### src/rtl/pipe_hazard_ctrl_if.sv
// Pipeline-side hazard bus: status coming from the IF/ID and ID/EX
// registers plus the mult/div unit, and the control/counter outputs
// going back to them.
interface pipe_hazard_ctrl_if #(
    parameter int CNT_W = 16
);
    logic             IDEX_memread_in;
    logic [4:0]       IDEX_Rt_in;
    logic [4:0]       IFID_Rs_in;
    logic [4:0]       IFID_Rt_in;
    logic             IFID_uses_rt_in;
    logic             branch_taken_in;
    logic             md_start_in;
    logic             md_done_in;
    logic             PC_write_out;
    logic             IFID_write_out;
    logic             IFID_flush_out;
    logic             IDEX_bubble_out;
    logic             md_go_out;
    logic             md_busy_out;
    logic             md_err_out;
    logic [CNT_W-1:0] stall_count_out;
    logic [CNT_W-1:0] flush_count_out;

    // Pipeline side: drives status, consumes controls
    modport master (
        output IDEX_memread_in, IDEX_Rt_in, IFID_Rs_in, IFID_Rt_in,
               IFID_uses_rt_in, branch_taken_in, md_start_in, md_done_in,
        input  PC_write_out, IFID_write_out, IFID_flush_out, IDEX_bubble_out,
               md_go_out, md_busy_out, md_err_out, stall_count_out, flush_count_out
    );

    // Controller side
    modport slave (
        input  IDEX_memread_in, IDEX_Rt_in, IFID_Rs_in, IFID_Rt_in,
               IFID_uses_rt_in, branch_taken_in, md_start_in, md_done_in,
        output PC_write_out, IFID_write_out, IFID_flush_out, IDEX_bubble_out,
               md_go_out, md_busy_out, md_err_out, stall_count_out, flush_count_out
    );
endinterface

### src/rtl/pipe_hazard_ctrl.sv
// Hazard/sequencing controller for a 5-stage MIPS pipeline: load-use
// stalls, branch flushes, mult/div issue/wait/release with a watchdog,
// and saturating stall/flush counters. Controls are combinational so a
// stall acts in the cycle the hazard is seen.
module pipe_hazard_ctrl #(
    parameter int CNT_W      = 16,
    parameter int MD_TIMEOUT = 64
) (
    input  logic                 CLK,
    input  logic                 RST_n,
    pipe_hazard_ctrl_if.slave    hz
);
    localparam int WD_W = $clog2(MD_TIMEOUT);
    localparam logic [WD_W-1:0] WD_LAST = WD_W'(MD_TIMEOUT - 1);

    typedef enum logic [1:0] {RUN, MD_BUSY, MD_RELEASE} state_t;

    state_t           state_q, state_d;
    logic [WD_W-1:0]  wd_q, wd_d;
    logic             err_q, err_d;
    logic [CNT_W-1:0] stall_q, flush_q;

    logic lu;
    logic pc_write, ifid_write, ifid_flush, idex_bubble, md_go, md_busy;
    logic flush_inc;

    // Load in EX writing a register the ID instruction reads ($0 never hazards)
    always_comb begin
        lu = hz.IDEX_memread_in && (hz.IDEX_Rt_in != 5'd0) &&
             ((hz.IDEX_Rt_in == hz.IFID_Rs_in) ||
              (hz.IFID_uses_rt_in && (hz.IDEX_Rt_in == hz.IFID_Rt_in)));
    end

    // Next state and same-cycle pipeline controls
    always_comb begin
        pc_write    = 1'b1;
        ifid_write  = 1'b1;
        ifid_flush  = 1'b0;
        idex_bubble = 1'b0;
        md_go       = 1'b0;
        md_busy     = 1'b0;
        flush_inc   = 1'b0;
        state_d     = state_q;
        wd_d        = wd_q;
        err_d       = err_q;
        case (state_q)
            RUN: begin
                if (hz.branch_taken_in) begin
                    // Wrong-path instructions in IF/ID and ID get squashed
                    ifid_flush  = 1'b1;
                    idex_bubble = 1'b1;
                    flush_inc   = 1'b1;
                end else if (lu) begin
                    pc_write    = 1'b0;
                    ifid_write  = 1'b0;
                    idex_bubble = 1'b1;
                end else if (hz.md_start_in) begin
                    md_go       = 1'b1;
                    pc_write    = 1'b0;
                    ifid_write  = 1'b0;
                    idex_bubble = 1'b1;
                    state_d     = MD_BUSY;
                    wd_d        = '0;
                end
            end
            MD_BUSY: begin
                // Hold the mult/div in ID; EX only sees bubbles so branches can't resolve
                md_busy     = 1'b1;
                pc_write    = 1'b0;
                ifid_write  = 1'b0;
                idex_bubble = 1'b1;
                wd_d        = wd_q + 1'b1;
                if (hz.md_done_in) begin
                    state_d = MD_RELEASE;
                end else if (wd_q == WD_LAST) begin
                    err_d   = 1'b1;
                    state_d = MD_RELEASE;
                end
            end
            MD_RELEASE: begin
                // One free cycle lets the mult/div advance without re-issuing
                state_d = RUN;
            end
            default: state_d = RUN;
        endcase
        if (!RST_n) begin
            pc_write    = 1'b0;
            ifid_write  = 1'b0;
            ifid_flush  = 1'b1;
            idex_bubble = 1'b1;
            md_go       = 1'b0;
            md_busy     = 1'b0;
            flush_inc   = 1'b0;
        end
    end

    // FSM, watchdog and sticky error register
    always_ff @(posedge CLK or negedge RST_n) begin
        if (!RST_n) begin
            state_q <= RUN;
            wd_q    <= '0;
            err_q   <= 1'b0;
        end else begin
            state_q <= state_d;
            wd_q    <= wd_d;
            err_q   <= err_d;
        end
    end

    // Saturating performance counters
    always_ff @(posedge CLK or negedge RST_n) begin
        if (!RST_n) begin
            stall_q <= '0;
            flush_q <= '0;
        end else begin
            if (!pc_write && (stall_q != {CNT_W{1'b1}}))
                stall_q <= stall_q + 1'b1;
            if (flush_inc && (flush_q != {CNT_W{1'b1}}))
                flush_q <= flush_q + 1'b1;
        end
    end

    assign hz.PC_write_out    = pc_write;
    assign hz.IFID_write_out  = ifid_write;
    assign hz.IFID_flush_out  = ifid_flush;
    assign hz.IDEX_bubble_out = idex_bubble;
    assign hz.md_go_out       = md_go;
    assign hz.md_busy_out     = md_busy;
    assign hz.md_err_out      = err_q;
    assign hz.stall_count_out = stall_q;
    assign hz.flush_count_out = flush_q;
endmodule

### src/flat_wrapper.sv
// flat-port wrapper written by rule: the top's interface ports become plain ports
module pipe_hazard_ctrl_flat 
#(
    parameter int CNT_W      = 16,
    parameter int MD_TIMEOUT = 64
)
  (CLK, RST_n, hz_IDEX_memread_in, hz_IDEX_Rt_in, hz_IFID_Rs_in, hz_IFID_Rt_in, hz_IFID_uses_rt_in, hz_branch_taken_in, hz_md_start_in, hz_md_done_in, hz_PC_write_out, hz_IFID_write_out, hz_IFID_flush_out, hz_IDEX_bubble_out, hz_md_go_out, hz_md_busy_out, hz_md_err_out, hz_stall_count_out, hz_flush_count_out);
  pipe_hazard_ctrl_if #(.CNT_W(CNT_W)) hz_i ();
  input  logic CLK;
  input  logic RST_n;
  input wire logic [$bits(hz_i.IDEX_memread_in)-1:0] hz_IDEX_memread_in;
  input wire logic [$bits(hz_i.IDEX_Rt_in)-1:0] hz_IDEX_Rt_in;
  input wire logic [$bits(hz_i.IFID_Rs_in)-1:0] hz_IFID_Rs_in;
  input wire logic [$bits(hz_i.IFID_Rt_in)-1:0] hz_IFID_Rt_in;
  input wire logic [$bits(hz_i.IFID_uses_rt_in)-1:0] hz_IFID_uses_rt_in;
  input wire logic [$bits(hz_i.branch_taken_in)-1:0] hz_branch_taken_in;
  input wire logic [$bits(hz_i.md_start_in)-1:0] hz_md_start_in;
  input wire logic [$bits(hz_i.md_done_in)-1:0] hz_md_done_in;
  output wire logic [$bits(hz_i.PC_write_out)-1:0] hz_PC_write_out;
  output wire logic [$bits(hz_i.IFID_write_out)-1:0] hz_IFID_write_out;
  output wire logic [$bits(hz_i.IFID_flush_out)-1:0] hz_IFID_flush_out;
  output wire logic [$bits(hz_i.IDEX_bubble_out)-1:0] hz_IDEX_bubble_out;
  output wire logic [$bits(hz_i.md_go_out)-1:0] hz_md_go_out;
  output wire logic [$bits(hz_i.md_busy_out)-1:0] hz_md_busy_out;
  output wire logic [$bits(hz_i.md_err_out)-1:0] hz_md_err_out;
  output wire logic [$bits(hz_i.stall_count_out)-1:0] hz_stall_count_out;
  output wire logic [$bits(hz_i.flush_count_out)-1:0] hz_flush_count_out;
  assign hz_i.IDEX_memread_in = hz_IDEX_memread_in;
  assign hz_i.IDEX_Rt_in = hz_IDEX_Rt_in;
  assign hz_i.IFID_Rs_in = hz_IFID_Rs_in;
  assign hz_i.IFID_Rt_in = hz_IFID_Rt_in;
  assign hz_i.IFID_uses_rt_in = hz_IFID_uses_rt_in;
  assign hz_i.branch_taken_in = hz_branch_taken_in;
  assign hz_i.md_start_in = hz_md_start_in;
  assign hz_i.md_done_in = hz_md_done_in;
  assign hz_PC_write_out = hz_i.PC_write_out;
  assign hz_IFID_write_out = hz_i.IFID_write_out;
  assign hz_IFID_flush_out = hz_i.IFID_flush_out;
  assign hz_IDEX_bubble_out = hz_i.IDEX_bubble_out;
  assign hz_md_go_out = hz_i.md_go_out;
  assign hz_md_busy_out = hz_i.md_busy_out;
  assign hz_md_err_out = hz_i.md_err_out;
  assign hz_stall_count_out = hz_i.stall_count_out;
  assign hz_flush_count_out = hz_i.flush_count_out;
  pipe_hazard_ctrl #(.CNT_W(CNT_W), .MD_TIMEOUT(MD_TIMEOUT)) u_core (.CLK(CLK), .RST_n(RST_n), .hz(hz_i));
endmodule
### config.mk
export PLATFORM = sky130hd
export DESIGN_NAME = pipe_hazard_ctrl_flat
export DESIGN_NICKNAME = d
export VERILOG_FILES = /design/src/rtl/pipe_hazard_ctrl_if.sv /design/src/rtl/pipe_hazard_ctrl.sv /design/src/flat_wrapper.sv
export SDC_FILE = /design/constraint.sdc
export NUM_CORES = 1
export LEC_CHECK = 0
export ABC_AREA = 1
export CAP_MARGIN = 15
export CORE_MARGIN = 10
export CORE_UTILIZATION = 31
export CTS_CLUSTER_DIAMETER = 60
export CTS_CLUSTER_SIZE = 14
export DETAILED_ROUTE_END_ITERATION = 8
export SETUP_SLACK_MARGIN = 0.3
export SLEW_MARGIN = 5
export SYNTH_ARGS = -nofsm -noshare
export SYNTH_HDL_FRONTEND = slang
export SYNTH_SLANG_ARGS = --single-unit
### constraint.sdc
create_clock -name CLK -period 5.12 [get_ports CLK]
set_clock_uncertainty 0.1 [all_clocks]
set_input_delay 0.768 -clock CLK [delete_from_list [all_inputs] [get_ports CLK]]
set_output_delay 0.768 -clock CLK [all_outputs]
set_load 0.03 [all_outputs]
## After elaboration in Yosys (flattened, before gate mapping)

Cells that the tools add are included.

- Bits in latches: 0
- Register bits: 41
- Output and inout port bits: 39
- Input bits: 22
- Memory bits (read-only): 0
- Logic and storage cells: 62
- Memories: 0
- Bits in writable memories: 0

- Shift operators: 0
- Add/subtract/negate cells: 3
- $mul: 0
- Reduce and logical (&&, ||, !) cells: 13
- Div/mod/pow operators: 0
- Bitwise gates (word level): 1
- Equal/unequal tests: 10
- $lt $le $gt $ge: 0
- Multiplexer cells: 30

Operators with widths:

| cell | number |
|---|---|
| adder 16 x 1 -> 16 bit, second input constant | 2 |
| != test 16 bit, second input constant | 2 |
| two-way mux 1 bit | 18 |
| two-way mux 6 bit | 3 |
| case mux 6 bit (2 select lines) | 1 |
| equality test 5 bit | 2 |
| two-way mux 2 bit | 5 |
| AND reduction 4 bit | 2 |
| adder 6 x 1 -> 6 bit, second input constant | 1 |
| equality test 6 bit, second input constant | 1 |
| != test 2 bit, second input constant | 3 |
| logical AND 1 bit | 5 |
| nonzero test 5 bit | 1 |
| case mux 1 bit (2 select lines) | 2 |
| case mux 2 bit (2 select lines) | 1 |
| != test 3 x 2 -> 1 bit, second input constant | 1 |
| AND reduction 3 bit | 1 |
| equality test 2 x 1 -> 1 bit, second input constant | 1 |
| zero test 2 bit | 1 |
| nonzero test 2 bit | 1 |
| zero test 1 bit | 1 |
| logical OR 1 bit | 1 |
| inverter 1 bit | 1 |

## Depth between registers and ports, before layout

Gate-level depths: netlist of the first run.

- Depth after elaboration: 10
- Mapped depth: 14
- Depth with buffers taken out: 13

## Worst setup path before layout of the first run

Ideal clock, no wire load.

- Path type: input-to-output
- Start point: input port hz_IDEX_Rt_in[3]
- End point: output port hz_PC_write_out
- Cell stages on the path: 11
- Data arrival time: 1,997 ps
- Path buffers: 2
- Setup slack: 2,255 ps
- Path through: inv_1 -> nand4_1 -> o21ai_0 -> inv_1 -> nand2_2 -> nand2_2 -> nand2_2 -> nand2_4 -> buf_4 -> inv_1 -> buf_4

- Longest elaborated chain between the ends: 8
- Elaborated cells between the ends (all ways): 11
- Classes of those cells: eq/ne (2); mux (4); reduce/logical (5)

Ends and longest elaborated chain:

| what | line | RTL |
|---|---|---|
| from (decl) | flat_wrapper.sv:12 | `input wire logic [$bits(hz_i.IDEX_Rt_in)-1:0] hz_IDEX_Rt_in;` |
| equality test 5 bit | pipe_hazard_ctrl.sv:31 | `(hz.IFID_uses_rt_in && (hz.IDEX_Rt_in == hz.IFID_Rt_in)));` |
| logical AND 1 bit | pipe_hazard_ctrl.sv:31 |  |
| logical OR 1 bit | pipe_hazard_ctrl.sv:30 | `((hz.IDEX_Rt_in == hz.IFID_Rs_in) \|\|` |
| logical AND 1 bit (*) | pipe_hazard_ctrl.sv:29 | `lu = hz.IDEX_memread_in && (hz.IDEX_Rt_in != 5'd0) &&` |
| two-way mux 1 bit (*) (2 in series) | - |  |
| case mux 1 bit (2 select lines) (*) | - |  |
| two-way mux 1 bit (*) | - |  |
| to (decl) | flat_wrapper.sv:19 | `output wire logic [$bits(hz_i.PC_write_out)-1:0] hz_PC_write_out;` |

Every way passes the cells marked *; elsewhere a longest branch is shown, timed or not.

## Final worst setup path of the first run

- Start point: input port hz_IDEX_Rt_in[0]
- End point: output port hz_PC_write_out

- Longest elaborated chain between the ends: 8
- Elaborated cells between the ends (all ways): 11
- Classes of those cells: eq/ne (2); mux (4); reduce/logical (5)

Ends and longest elaborated chain:

| what | line | RTL |
|---|---|---|
| equality test 5 bit | pipe_hazard_ctrl.sv:31 |  |
| logical AND 1 bit | pipe_hazard_ctrl.sv:31 |  |
| logical OR 1 bit | pipe_hazard_ctrl.sv:30 |  |
| logical AND 1 bit (*) | pipe_hazard_ctrl.sv:29 |  |
| two-way mux 1 bit (*) | pipe_hazard_ctrl.sv:53 | `end else if (lu) begin` |
| two-way mux 1 bit (*) | pipe_hazard_ctrl.sv:48 | `if (hz.branch_taken_in) begin` |
| case mux 1 bit (2 select lines) (*) | pipe_hazard_ctrl.sv:46 | `case (state_q)` |
| two-way mux 1 bit (*) | pipe_hazard_ctrl.sv:86 | `if (!RST_n) begin` |

Marks and branches as above.

==> results of run 1 <==
==> Yosys cell counts, drive strengths merged (3+ instances only) <==
library cell / n / area share
nand3: 36 / 0.072
o21ai: 6 / 0.012
xnor2: 11 / 0.038
nor2: 33 / 0.048
xor2: 19 / 0.065
ha: 3 / 0.015
nor3: 11 / 0.026
or2: 3 / 0.0073
dfrtp: 41 / 0.40
nand2: 121 / 0.19
nand4: 9 / 0.028
inv: 42 / 0.062
buf: 5 / 0.015
==> through the flow <==
step	instances	hold slack (ns)	cell area [um^2]	total power, mW
after floorplan	349	0.3581	2560	0.7186
after global placement	509	0.3561	3251	0.8812
after detailed placement	509	0.3589	3251	0.8894
after CTS	517	0.3826	3371	1.170
after global routing	517	0.4105	3371	1.238
final	517	0.3748	3371	1.152
==> kinds of logic (layout without fill, tap and decap cells) <==
kind of cell | Yosys count | count (layout) | share of synthesized area
compound gates | 10 | 10 | 0.02248
flops | 41 | 41 | 0.4008
xor+xnor | 30 | 30 | 0.1026
buf+inv | 48 | 111 | 0.07868
simple gates | 217 | 217 | 0.3807
fa+ha+maj | 3 | 3 | 0.01466
==> cell type report <==
class                           count  area (um^2)
Clock inverter                      2        37.54
Sequential cell                    41         1026
Multi-Input combinational cell    260         1333
Fill cell                         811         4763
Tap cell                          105        131.4
Clock buffer                        6        82.58
Inverter                           42        157.7
Timing Repair Buffer               61        603.1
==> placed cells by master, fill, tap and decap left out, types with 8 or more instances in the layout <==
cell type        count
nor2_1              33
clkdlybuf4s50_1     59
xor2_1              19
nand4_1              8
nand2_1            116
dfrtp_1             41
nor3_1              10
inv_1               41
xnor2_1             11
nand3_1             35
==> worst max-delay path: cells and delay by family <==
kind / cells / cell delay (ns)
AND/OR/NAND/NOR: 9 / 0.75
buffers and inverters: 4 / 1.25
==> routing by layer <==
metal  vias to the layer above  GRT usage  part of all wire  routed length [um]
li1                       1220          -                 -                   -
met1                      1065     0.1190              0.42                2699
met2                        49     0.1789              0.48                3078
met3                        12    0.03896             0.067                 425
met4                         0    0.03993             0.024                 150
met5                         -          0                 0                   0
==> power groups by stage <==
| stage | Clock, mW | Combinational, mW | Sequential (mW) |
|---|---|---|---|
| after detailed placement | 0 | 0.422 | 0.467 |
| final | 0.277 | 0.414 | 0.461 |
| after CTS | 0.285 | 0.423 | 0.462 |
| after global routing | 0.298 | 0.465 | 0.476 |
| after global placement | 0 | 0.415 | 0.466 |
| after floorplan | 0 | 0.185 | 0.534 |
==> flip-flops by register name, indices dropped and copies added (netlist names) <==
signal,flops
u_core.hz.stall_count_out,16
u_core.wd_q,6
u_core.hz.flush_count_out,16
u_core.state_q,2
u_core.hz.md_err_out,1
==> final timing paths <==
check | slack (ns) | startpoint | depth (start not counted) | endpoint
worst max-delay path | 1.49 | hz_IDEX_Rt_in[0] | 13 | hz_PC_write_out
worst min-delay path | 0.37 | u_core.hz.md_err_out$_DFFE_PN0P_ | 2 | u_core.hz.md_err_out$_DFFE_PN0P_
worst max register to register | 3.08 | u_core.hz.flush_count_out[0]$_DFFE_PN0P_ | 9 | u_core.hz.flush_count_out[11]$_DFFE_PN0P_
worst min register to register | 0.37 | u_core.hz.md_err_out$_DFFE_PN0P_ | 2 | u_core.hz.md_err_out$_DFFE_PN0P_
max in group asynchronous | 4.09 | RST_n | 2 | u_core.hz.flush_count_out[11]$_DFFE_PN0P_
min in group asynchronous | 0.46 | RST_n | 2 | u_core.hz.stall_count_out[6]$_DFFE_PN0P_
==> summary.md, run 1 <==
| Metric | Value |
|---|---|
| Worst Hold Class | reg2reg |
| DR vias/cell | about 4.5 |
| Yosys reg bits | 41 |
| Port bufs | 60 |
| Vias in the first global route | 2390 |
| CTS tree | yes |
| Detailed Route WL | between 6 and 7 mm |
| Clock power frac | 0.240 |
| Switching power | between 0.4 and 0.5 mW |
| Final Hold Fails | 0 |
| Cts bufs inserted | 5 |
| Min Tclk post-route | around 3.6 ns |
| Crit end category | primary output |
| Hpwl dp | roughly 4.9 mm |
| Die width | 110.9 um |
| # diodes | 0 |
| Setup TNS | 0 ns |
| Synth unique cells | 28 |
| Max H-tree Level | 2 |
| DRC | 0 |
| Core region area | slightly above 8000 um^2 |
| Share of layout cells above drive strength 1 | 0.05583 |
| Final Util | 0.4144 |
| Initial drt markers | 77 |
| Max clock buf depth | 2 |
| Max incr delay on CP | roughly 0.60 ns |
| Routed Antenna Nets | 0 |
| Initial core utilization | 0.3147 |
| Final period util | 0.7086 |
| CTS Sinks | 41 |
| Max-cap violations | 0 |
| Routed via count | approximately 2300 |
| Sequential-to-total area share from yosys stat | 0.4008 |
| Remaining global-route overflow | 0 |
| Worst Setup Path Type | in2out |
| Clk Latency, worst-skew pair | about 0.3 ns |
| Setup Buffers After CTS | 0 |
| Data required time of the critical path | about 4.3 ns |
| Fmax | 275.6 MHz |
| Root buffer cell | clkbuf_8 |
| Synthesized area per cell | between 7 and 8 um^2 |
| Status | complete, no violations |
| Seq pwr share | 0.401 |
| Pin count of the biggest net entering global routing | 44 |
| Cts repair resizes | 0 |
| Fin nets | roughly 440 |
| Leak | 1.654 nW |
| Ys Warns | 0 |
| First-pass GRT wire length | around 11 mm |
| Post-synth top flop | dfrtp_1 |
| EDFF count, synth | 0 |
| Synthesis-to-layout area growth | 31.67% |
| Avg WL per Cell | 12.29 um |
| Slew HR | 0.6330 |
| Peak VDD IR | ~0.12 mV |
| Worst Setup Start Kind | input pin |
| Clock-pin slew on the worst setup and hold paths | about 0.07 ns |
| Worst-Margin Slew | ~0.55 ns |
| GRT Resource Usage Total | 0.1061 |
| # hold bufs at CTS | 0 |
| Internal Power | 0.7086 mW |
| DR pass1 iterations | 4 |
| Final-report setup violation count | 0 |
| FFs w/ async S/R, synth | 1.000 |
| Pre-CTS WS | 1.460 ns |
| Slew Viols, Final | 0 |
| I/O Pins | slightly above 60 |
| Post-synthesis cell area | around 2600 um^2 |
| Syn nets | approximately 370 |
| Core Rows | 33 |
| Die area | roughly 12000 um^2 |
| Crit path max fanout | 18 |
| Die H | 110.9 um |
| Post-route worst setup slack | 1.492 ns |
| RSZ-0062 raised after global routing | false |
| Comb power frac | 0.359 |
| Sw Share | 0.3848 |
| GPL Wtd Cong | 0.8600 |
| Cells after synthesis | 349 |
| Worst path slowest cell | clkdlybuf4s50_1 |
| Critical path cell sequence | clkdlybuf4s50_1 -> inv_2 -> nand2_1 -> nand2_1 -> nor2_1 -> nand3_1 -> nand2_1 -> nand2_2 -> nand2_2 -> nand2_2 -> nand2_4 -> inv_1 -> clkdlybuf4s50_1 |
| Initial antenna violation count | 0 |
| Pwr/cell area | approximately 340 nW/um^2 |
| Arrival time worst endpoint | 2.76 ns |
Power figures use the tool's default switching activity.
==> inputs of run 2 (changes only) <==
clock period = 3.2 ns   (was 5.12 ns; I/O delays follow)
==> run 2 against run 1 <==
- die area stayed put
- non-clock buffer count is 1 higher
- hold slack worse by 0.18 ns
- worst setup slack worse by 1.0 ns
- critical path type unchanged
==> summary.md, run 2 (same netlist as run 1, synthesis figures left out) <==
| Metric | Value |
|---|---|
| Status | complete, no violations |
| Cts repair resizes | 2 (+2) |
| Avg WL per Cell | 12.58 um (+2.3%) |
| DR vias/cell | 4.633 (+2.1%) |
| Routed Antenna Nets | 0 (unchanged) |
| Placed cell count | 510 (+0.20%) |
| Slew Viols, Final | 0 (unchanged) |
| DR pass1 iterations | 4 (unchanged) |
| Max H-tree Level | 2 (unchanged) |
| Setup Buffers After CTS | 0 (unchanged) |
| Fill count | 814 (+0.37%) |
| Setup TNS | 0 ns (unchanged) |
| Synthesis-to-layout area growth | 30.55% |
| Data required time of the critical path | 2.62 ns (-1.63 ns) |
| Total power | 1.750 mW (+52%) |
| Crit-path most repeated cell | nand2_1 |
| Detailed Route WL | 6.516 mm (+2.5%) |
| Worst Setup Path Type | in2out |
| Multi-input gate area | 1333 um^2 (unchanged) |
| Crit path max fanout | 3 (-15) |
| Worst path top cell family by delay | buffers and inverters |
| # diodes | 0 (unchanged) |
| Max clock buf depth | 2 (unchanged) |
| Die H | 110.9 um (unchanged) |
| Placed cell areas | 3253 um^2 (about the same) |
| Worst-Margin Slew | 0.5498 ns (+0.001864 ns) |
| Core region area | 8134 um^2 (unchanged) |
| CTS tree | yes |
| CTS Sinks | 41 (unchanged) |
| Critical path cell sequence | clkdlybuf4s50_1 -> inv_1 -> nand2_1 -> nand2_1 -> nor2_1 -> nand3_1 -> nand2_1 -> nand2_2 -> nand2_2 -> o21ai_0 -> nand3_1 -> dlygate4sd2_1 |
| Fin nets | 437 (+0.23%) |
| Arrival time worst endpoint | 2.13 ns (-0.63 ns) |
| Leak | 1.656 nW (+0.13%) |
| Cts bufs inserted | 5 (unchanged) |
| Most frequent cells in the layout | nand2_1 (116), clkdlybuf4s50_1 (55), inv_1 (41), dfrtp_1 (41), nand3_1 (35) |
| # hold bufs at CTS | 0 (unchanged) |
| Worst Hold Class | in2async |
| Final-report setup violation count | 0 (unchanged) |
| Max incr delay on CP | 0.51 ns (-0.09 ns) |
| Clock-pin slew on the worst setup and hold paths | 0.09 ns (+0.02 ns) |
| Remaining global-route overflow | 0 (unchanged) |
| Initial core utilization | 0.3147 (unchanged) |
| Hpwl dp | 5.005 mm (+2.8%) |
| Pwr/cell area | 523.7 nW/um^2 (+53%) |
| I/O Pins | 61 (unchanged) |
| Final Util | 0.4109 (-0.003538) |
| Post-Layout Cell Count | 518 (+0.19%) |
| GPL Wtd Cong | 0.8550 (-0.58%) |
| Crit end category | primary output |
| Clk Latency, worst-skew pair | 0.30 ns (about the same) |
| RSZ-0062 raised after global routing | false |
| Most common cell after layout, fill and taps aside | nand2_1 |
| Sequential standard cell area | 1026 um^2 (unchanged) |
| Worst Path Buf+Inv | 3 (-1) |
| Final period util | 0.8457 |
| Worst R2R Start | u_core.hz.flush_count_out[0]$_DFFE_PN0P_ |
| Max-cap violations | 0 (unchanged) |
| Peak VDD IR | 0.1905 mV (+60%) |
| Fmax | 369.5 MHz |
| Worst path slowest cell | clkdlybuf4s50_1 |
| WHS | 0.1980 ns (-0.1768 ns) |
| Routed via count | 2400 (+2.3%) |
| Pre-CTS WS | 0.1945 ns (-1.265 ns) |
| Post-route worst setup slack | 0.4938 ns (-0.9983 ns) |
| Worst Setup Start Kind | input pin |
| Die width | 110.9 um (unchanged) |
| First-pass GRT wire length | 11.12 mm (-0.25%) |
| Crit. Startpoint | hz_IDEX_Rt_in[1] |
| Vias in the first global route | 2297 (-3.9%) |
| Share of layout cells above drive strength 1 | 0.06295 (+0.007129) |
| Pin count of the biggest net entering global routing | 42 (-4.5%) |
| Final Hold Fails | 0 (unchanged) |
| Root buffer cell | clkbuf_8 |
| Design Area, Final | 3342 um^2 (-0.85%) |
| Initial drt markers | 65 (-16%) |
| Core Rows | 33 (unchanged) |
| Port bufs | 60 (unchanged) |
| Slew HR | 0.6317 (-0.001249) |
| Die area | 12290 um^2 (unchanged) |
| Min Tclk post-route | roughly 2.7 ns |
| GRT Resource Usage Total | 0.1048 (-0.001315) |
| DRC | 0 (unchanged) |
| Initial antenna violation count | 0 (unchanged) |
## run 2: cell types whose count changed in the layout (fill, tap and decap cells not counted), sizes merged
cell | previous run | this run
buf | 2 | 5
clkbuf | 6 | 5
dlygate4sd2 | 0 | 2
clkdlybuf4s50 | 59 | 55
clkinv | 0 | 3
clkinvlp | 1 | 0
bufinv | 1 | 0
## run 2: worst reg2reg max path, cell delays in order (launching register included)
cell and delay [ns]:
dfrtp_1 0.43, ha_1 0.26, nand3_1 0.14, nor3_1 0.06, nand3_1 0.06, nand2_1 0.25, nor2_1 0.27, nand2_1 0.13
nor2_1 0.13, xor2_1 0.16
## run 2: final timing paths
| check | endpoint | slack (ns) | cells past startpoint |
|---|---|---|---|
| worst max-delay path | hz_IDEX_bubble_out | 0.49 | 12 |
| worst max register to register | u_core.hz.flush_count_out[11]$_DFFE_PN0P_ | 1.13 | 9 |
| worst min register to register | u_core.hz.md_err_out$_DFFE_PN0P_ | 0.38 | 2 |
| min in group CLK | u_core.hz.md_err_out$_DFFE_PN0P_ | 0.38 | 2 |
| worst min-delay path | u_core.hz.stall_count_out[11]$_DFFE_PN0P_ | 0.20 | 2 |
| max in group asynchronous | u_core.hz.flush_count_out[9]$_DFFE_PN0P_ | 2.43 | 2 |
## run 2: layout make-up
cell class / instances / share of cell area
Clock buffer: 5 / 0.02059
Clock inverter: 3 / 0.006739
Inverter: 42 / 0.04717
Multi-Input combinational cell: 260 / 0.3987
Sequential cell: 41 / 0.3070
Tap cell: 105 / 0.03931
Timing Repair Buffer: 62 / 0.1805
## run 2: power by group
| group | internal, mW | switching (mW) | total (mW) | leakage (nW) |
|---|---|---|---|---|
| clock | 0.155 | 0.191 | 0.345 | 0.0481 |
| sequential | 0.608 | 0.131 | 0.740 | 0.543 |
| combinational | 0.272 | 0.394 | 0.665 | 1.06 |
## run 2: layer usage
layer,GRT usage,routed length [um],vias up
met4,0.02865,70,0
met2,0.1773,3230,51
met3,0.03571,445,10
li1,-,-,1224
met1,0.1226,2770,1115
met5,0,0,-
